**src/rtl/cpu_power_ctrl.sv**
```systemverilog
`default_nettype none
// ============================================================================
//  Module   : cpu_power_ctrl
//  Purpose  : Run/halt/sleep state controller for an E0C6S46-style CPU core.
//             Parks the core on HALT/SLP, gates the timer tick enable while
//             asleep, and releases the core on a masked interrupt. Leaving
//             SLEEP can insert an oscillator-restart delay of
//             OSC_STARTUP_CYCLES clk_en ticks (the WAKING state).
//  Ports    : clk, reset (sync, active-high), clk_en (instruction tick),
//             halt_req / sleep_req (decode strobes, honoured only in RUN),
//             irq_pending / irq_mask (interrupt factor flags and enables),
//             cpu_run, timer_clk_en, state, wake (one-clk release pulse),
//             halted_cycles (statistics).
//  Options  : define CPU_POWER_CTRL_STATS_EN to build the saturating
//             halted_cycles counter; otherwise halted_cycles reads 0.
//  Revision : 1.0 - initial release
// ============================================================================
module cpu_power_ctrl #(
  parameter int                          NUM_INTERRUPTS     = 6,
  parameter logic [NUM_INTERRUPTS-1:0]   SLEEP_WAKE_MASK    = 6'b000011,
  parameter int                          OSC_STARTUP_CYCLES = 4,
  parameter int                          STARTUP_WIDTH      = 4
) (
  input  logic                      clk,
  input  logic                      reset,
  input  logic                      clk_en,
  input  logic                      halt_req,
  input  logic                      sleep_req,
  input  logic [NUM_INTERRUPTS-1:0] irq_pending,
  input  logic [NUM_INTERRUPTS-1:0] irq_mask,
  output logic                      cpu_run,
  output logic                      timer_clk_en,
  output logic [1:0]                state,
  output logic                      wake,
  output logic [31:0]               halted_cycles
);

  typedef enum logic [1:0] {
    ST_RUN    = 2'd0,
    ST_HALT   = 2'd1,
    ST_SLEEP  = 2'd2,
    ST_WAKING = 2'd3
  } state_t;

  localparam logic [STARTUP_WIDTH-1:0] STARTUP_LOAD = STARTUP_WIDTH'(OSC_STARTUP_CYCLES);

  state_t                   state_q, state_d;
  logic                     cpu_run_q;
  logic                     wake_q, wake_d;
  logic [STARTUP_WIDTH-1:0] cnt_q, cnt_d;
  logic                     wake_any;
  logic                     wake_sleep;

  // HALT/SLEEP release ignores the CPU I flag; only the mask register counts.
  assign wake_any   = |(irq_pending & irq_mask);
  assign wake_sleep = |(irq_pending & irq_mask & SLEEP_WAKE_MASK);

  always_ff @(posedge clk) begin
    if (reset) begin
      state_q   <= ST_RUN;
      cpu_run_q <= 1'b1;
      wake_q    <= 1'b0;
      cnt_q     <= '0;
    end else begin
      state_q   <= state_d;
      cpu_run_q <= (state_d == ST_RUN);
      wake_q    <= wake_d;
      cnt_q     <= cnt_d;
    end
  end

  always_comb begin
    state_d = state_q;
    wake_d  = 1'b0;
    cnt_d   = cnt_q;
    unique case (state_q)
      ST_RUN: begin
        // A request whose release condition is already met acts as a NOP.
        if (clk_en && sleep_req) begin
          if (!wake_sleep) state_d = ST_SLEEP;
        end else if (clk_en && halt_req) begin
          if (!wake_any) state_d = ST_HALT;
        end
      end
      ST_HALT: begin
        if (wake_any) begin
          state_d = ST_RUN;
          wake_d  = 1'b1;
        end
      end
      ST_SLEEP: begin
        if (wake_sleep) begin
          if (OSC_STARTUP_CYCLES == 0) begin
            state_d = ST_RUN;
            wake_d  = 1'b1;
          end else begin
            state_d = ST_WAKING;
            cnt_d   = STARTUP_LOAD;
          end
        end
      end
      ST_WAKING: begin
        // Release on the tick that sees 1; the <= also stops any underflow.
        if (clk_en) begin
          if (cnt_q <= STARTUP_WIDTH'(1)) begin
            state_d = ST_RUN;
            wake_d  = 1'b1;
            cnt_d   = '0;
          end else begin
            cnt_d = cnt_q - STARTUP_WIDTH'(1);
          end
        end
      end
      default: state_d = ST_RUN;
    endcase
  end

  assign cpu_run      = cpu_run_q;
  assign state        = state_q;
  assign wake         = wake_q;
  assign timer_clk_en = clk_en && ((state_q == ST_RUN) || (state_q == ST_HALT));

`ifdef CPU_POWER_CTRL_STATS_EN
  logic [31:0] halted_q;

  always_ff @(posedge clk) begin
    if (reset) begin
      halted_q <= '0;
    end else if (clk_en && (state_q != ST_RUN) && (halted_q != 32'hFFFF_FFFF)) begin
      halted_q <= halted_q + 32'd1;
    end
  end

  assign halted_cycles = halted_q;
`else
  assign halted_cycles = 32'd0;
`endif

endmodule
`default_nettype wire

```
**config.mk**
```make
export PLATFORM = sky130hd
export DESIGN_NAME = cpu_power_ctrl
export DESIGN_NICKNAME = d
export VERILOG_FILES = /design/src/rtl/cpu_power_ctrl.sv
export SDC_FILE = /design/constraint.sdc
export NUM_CORES = 1
export LEC_CHECK = 0
export CAP_MARGIN = 20
export CELL_PAD_IN_SITES_DETAIL_PLACEMENT = 0
export CELL_PAD_IN_SITES_GLOBAL_PLACEMENT = 1
export CORE_AREA = 2 2 63 65
export DETAILED_ROUTE_END_ITERATION = 10
export DIE_AREA = 0 0 65 67
export PLACE_DENSITY_LB_ADDON = 0.1
export SYNTH_ARGS = -nofsm -noshare
export SYNTH_HDL_FRONTEND = slang
export SYNTH_SLANG_ARGS = --single-unit
```
**constraint.sdc**
```tcl
create_clock -name clk -period 1.4 [get_ports clk]
set_clock_uncertainty 0.1 [all_clocks]
set_input_delay 0.14 -clock clk [delete_from_list [all_inputs] [get_ports clk]]
set_output_delay 0.14 -clock clk [all_outputs]
set_load 0.005 [all_outputs]
```
# After elaboration in Yosys (flattened, before gate mapping)
# Index checks and enable logic that the tools add are counted.
dict set report classes {
  addsub 1
  order_cmp 1
  n_eq_ne 5
  muxes 17
  bitwise 1
  reduce_logical 10
}
# op count
set op_table {}
lappend op_table {{$mux W2} 8}
lappend op_table {{$mux W4} 3}
lappend op_table {{$pmux W2 S4} 1}
lappend op_table {{$pmux W4 S2} 1}
lappend op_table {{$and A6 B6 Y6} 1}
lappend op_table {{$reduce_or A6 Y1} 1}
lappend op_table {{$eq A2 B2 Y1 const B} 2}
lappend op_table {{$le A4 B1 Y1 const B} 1}
lappend op_table {{$logic_not A2 Y1} 2}
lappend op_table {{$ne A2 B2 Y1 const B} 2}
lappend op_table {{$sub A4 B1 Y4 const B} 1}
lappend op_table {{$logic_and A1 B1 Y1} 3}
lappend op_table {{$mux W1} 3}
lappend op_table {{$reduce_and A3 Y1} 1}
lappend op_table {{$eq A2 B1 Y1 const B} 1}
lappend op_table {{$pmux W1 S2} 1}
lappend op_table {{$reduce_bool A2 Y1} 1}
lappend op_table {{$reduce_or A2 Y1} 1}
lappend op_table {{$logic_or A1 B1 Y1} 1}
dict set report totals {
  regBits 8
  inputBits 17
  out_inout_bits 37
}

# Logic depth before layout (Yosys ltp)
dict set report depth {
  ltp_word 7
  mapped_depth 6
  mapped_depth_nobuf 6
}

# Worst setup path before layout
# OpenSTA, ideal clock, no wires.
dict set report synth_timing {
  kind {register to register}
  startpoint {register cnt_q[0]}
  endpoint {register cnt_q[1]}
  arrival_ns 1.196
  path_slack_ns 0.045
  stages_incl_launch_ff 7
  path_buffers 0
  synth_period_minus_slack_ns 1.355
  cell_sequence {dfxtp_1 > inv_1 > ha_1 > nor2_1 > o32ai_1 > a21oi_1 > o211a_1}
}
dict set report synth_via {
  elab_chain_len 4
}
# element line
set synth_rtl {}
lappend synth_rtl {{from (decl)} 50} ;# logic [STARTUP_WIDTH-1:0] cnt_q, cnt_d;
lappend synth_rtl {{from (signal assigned)} 68} ;# cnt_q <= cnt_d;
lappend synth_rtl {{$sub A4 B1 Y4 or $le A4 B1 Y1 (tied branches)} {110, 105}}
lappend synth_rtl {{$mux W4 (*)} 105} ;# if (cnt_q <= STARTUP_WIDTH'(1)) begin
lappend synth_rtl {{$mux W4 (*)} 104} ;# if (clk_en) begin
lappend synth_rtl {{$pmux W4 S2 (*)} 76} ;# unique case (state_q)
# Mark *: on every way between the ends. The rest lies on a longest branch, timed or not. The select of a mux whose other input is x is not followed.
# A chain may end at the register's enable or synchronous reset.

# Final worst setup path
dict set report layout_timing {
  startpoint {register state_q[0], in the netlist state[0]}
  endpoint {register cnt_q[0]}
}
dict set report layout_via {
  elab_chain_len 3
}
# element line
set layout_rtl {}
lappend layout_rtl {{from (decl)} 47} ;# state_t state_q, state_d;
lappend layout_rtl {{from (signal assigned)} 65} ;# state_q <= state_d;
lappend layout_rtl {{$eq A2 B2 Y1} 76}
lappend layout_rtl {{$ne A2 B2 Y1 (no line) or $reduce_bool A2 Y1 (tied branches)} --}
lappend layout_rtl {{$reduce_and A3 Y1 (no line)} --}
# Several ways; a longest one is shown, not always the timed one.

==> results by group <==
Status
  – Outcome: finished, final reports clean

Pwr
  – Pwr/cell area: a little over 700 mW/mm^2
  – Leak pwr: between 0.4 and 0.5 nW
  – Maximum VDD drop: 0.000167 V
  – Total power: between 0.0007 and 0.0008 W

Floorplan
  – Die area: 0.00436 mm^2
  – Horiz. Die Dim: 65 um
  – Core area: 0.00361 mm^2
  – Row count: 22
  – Die H: between 60 and 70 um
  – IO Pins: between 50 and 60
  – Initial Util: 0.195

Route
  – Drt pass-1 iters: 4
  – DR vias: between 500 and 600
  – WL/cell: between 10 and 15 um
  – DRC Markers: 0
  – Via-per-instance ratio: 3.58
  – Final ANT Viol Nets: 0
  – Initial DRC Count: 6
  – WL final: approximately 1.8 mm

STA
  – Final Hold Fails: 0
  – Pins Over Slew Limit: 0
  – Max Freq: roughly 740 MHz
  – Period minus WS final: 1360 ps
  – Final setup margin: 42.3 ps
  – # setup viols final: 0
  – Fin crit share: 0.970
  – RSZ-0062 raised after global routing: true

Clock tree
  – Clock transition at path regs: ~40 ps
  – TritonCTS Buffers: 3
  – Clock Path Buffers: 2
  – Clk sink count: 8
  – Root buffer cell: clkbuf_8
  – CTS tree: built
  – Clock Latency Late Sink: around 230 ps
  – H-tree depth: 1
  – Setup bufs post-CTS: 0

Layout
  – Register area: roughly 170 um^2
  – Share of layout cells above drive strength 1: 0.261
  – Most common cell after layout, fill and taps aside: conb_1
  – Area occupied by multi-input gates: roughly 460 um^2
  – # nets final: 136
  – P&R area growth vs syn: 42.7%
  – Diode count: 0
  – Final Core Density: 0.278
  – Leading cell types in the layout, fill and taps excluded: conb_1 (32), dlygate4sd2_1 (9), clkdlybuf4s50_1 (9)
  – Layout fillers: about 400

Global route
  – Congestion Overflow GR: 0
  – First-pass GRT wire length: around 2.7 mm
  – Maximum number of pins on one net before global-route repair: 8
  – Gr usage total: 0.0866
  – Initial antenna violation count: 0
  – Vias in the first global route: a little under 600

Setup path
  – Worst setup SP type: flip-flop
  – Crit path max-delay family: flip-flops
  – Crit-path max cell delay: about 350 ps
  – Worst EP required: ~1400 ps
  – Crit path max-delay cell type: dfxtp_4
  – Stages on the worst setup path: 4
  – CP Capture Point: cnt_q[0]$_SDFFE_PP0P_
  – Worst reg2reg startpoint: state[0]$_SDFF_PP0_
  – Reg2reg setup slack: between 40 and 50 ps
  – CP startpoint: state[0]$_SDFF_PP0_
  – Crit Path Class: flip-flop to flip-flop
  – CP Max Fanout: 5
  – CP arrival: around 1400 ps
  – WP buf/inv: 0
  – Worst Setup End Kind: flip-flop
  – Capturing point of the worst reg2reg path: cnt_q[0]$_SDFFE_PP0P_
  – Crit-path cells: a221o_2 > and3_4 > xnor2_2 > and2_1
  – Worst R2R Path Depth: 4

Logic synthesis
  – Synth Area in Adders: 0.0356
  – Number of synthesized flops with an enable pin: 0
  – Yosys cell types: 31
  – Mapped Area: about 700 um^2
  – Synthesized flop and latch total: 8
  – Top cells by area, synth: buf_4 (34%), dfxtp_1 (23%), ha_1 (3.6%)
  – Synth warn: 0
  – Largest family of logic cells by synthesized area: buffers and inverters
  – Synth Instances: 85
  – Largest area contributor in the netlist: buf_4
  – Top cell type's share of synthesized area: 0.342
  – Asr flop ratio synth: 0
  – Post-synthesis mux area share: 0
  – Share of the synthesized area in compound gates (AO/OA/AOI/OAI): 0.142
  – Simple-Gate Fraction of Synth Area: 0.190
  – XOR/XNOR Fraction of Synth Area: 0.0356
  – Seq/Total Area, Yosys: 0.228
  – Main synth FF type: dfxtp_1
  – Syn Area/Cell: 8.27 um^2

Run
  – Max-cap viol count: 0

Placed design
  – DP Worst Slack: -309 ps
  – HPWL Detailed: roughly 1.5 mm
  – Port Buffer Count: 21
  – RD Place Congestion: between 0.6 and 0.7

Min path
  – Hold WC Path Type: primary input to flip-flop
worst min-delay path, cell delays in order:
cell and delay, ps:
dlymetal6s2s_1 80, a222oi_1 80, nand3_1 120, nor3_2 60, nor2_1 90
cells in the mapped netlist (2+ instances only):
cell type	count
a21oi_1	2
nor3_1	2
nor2_1	5
ha_1	2
buf_4	32
a22oi_1	2
and2_1	2
nand4_1	2
nand2_1	4
nor2b_1	2
inv_1	3
dfxtp_1	8
per-layer routing:
metal / routed length [um] / global-route usage / vias to the layer above / share of wire
met5: 0 / 0 / - / 0
met4: 28 / 0.0399 / 0 / 0.016
met3: 143 / 0.0253 / 2 / 0.082
met2: 942 / 0.174 / 33 / 0.54
met1: 636 / 0.0787 / 262 / 0.36
li1: - / - / 286 / -
what timing repair did:
item / in CTS / in global routing
hold endpoints to repair: 0 / 0
setup endpoints to repair: 11 / 6
gates resized for setup: 17 / 13
pin swaps: 9 / 13
hold buffers: 0 / 0
logic make-up after synthesis:
family,count (synthesis)
buf+inv,36
simple gates,23
xor+xnor,2
flops,8
fa+ha+maj,2
other cells,1
compound gates,13
where the power goes:
group	leakage [nW]	internal, W	switching (W)
clock network	0.0216	0.000187	0.0000998
logic	0.385	0.000101	0.0000887
registers	0.0672	0.000240	0.00000995
layout make-up:
class | instances | area share
Multi-Input combinational cell | 72 | 0.455
Timing Repair Buffer | 29 | 0.266
Sequential cell | 8 | 0.167
Tap cell | 48 | 0.0599
Clock buffer | 3 | 0.0411
Inverter | 3 | 0.0112
how the worst min path moves through the flow:
stage               cells after the start                     to  slack (ps)                   from
floorplan                               1  cnt_q[2]$_SDFFE_PP0P_         110                  reset
global placement                        2  cnt_q[3]$_SDFFE_PP0P_         500  cnt_q[3]$_SDFFE_PP0P_
detailed placement                      2  cnt_q[3]$_SDFFE_PP0P_         490  cnt_q[3]$_SDFFE_PP0P_
CTS                                     5     cpu_run$_SDFF_PP1_         400         irq_pending[4]
global route                            3    state[0]$_SDFF_PP0_         330            irq_mask[1]
finish                                  5     cpu_run$_SDFF_PP1_         280         irq_pending[5]
per-stage QoR:
step                cells  setup TNS [ps]  hold slack (ps)  area, um^2
floorplan             116               0              112         820
global placement      162           -2050              499         921
detailed placement    162           -2270              487         921
CTS                   164               0              403         961
global route          163               0              334        1000
finish                163               0              283        1000
sequential cells by signal, summed over array words and instances (netlist names):
register and flops:
cpu_run 1, wake 1, cnt_q 4, state 2
(Power assumes the default switching activity.)
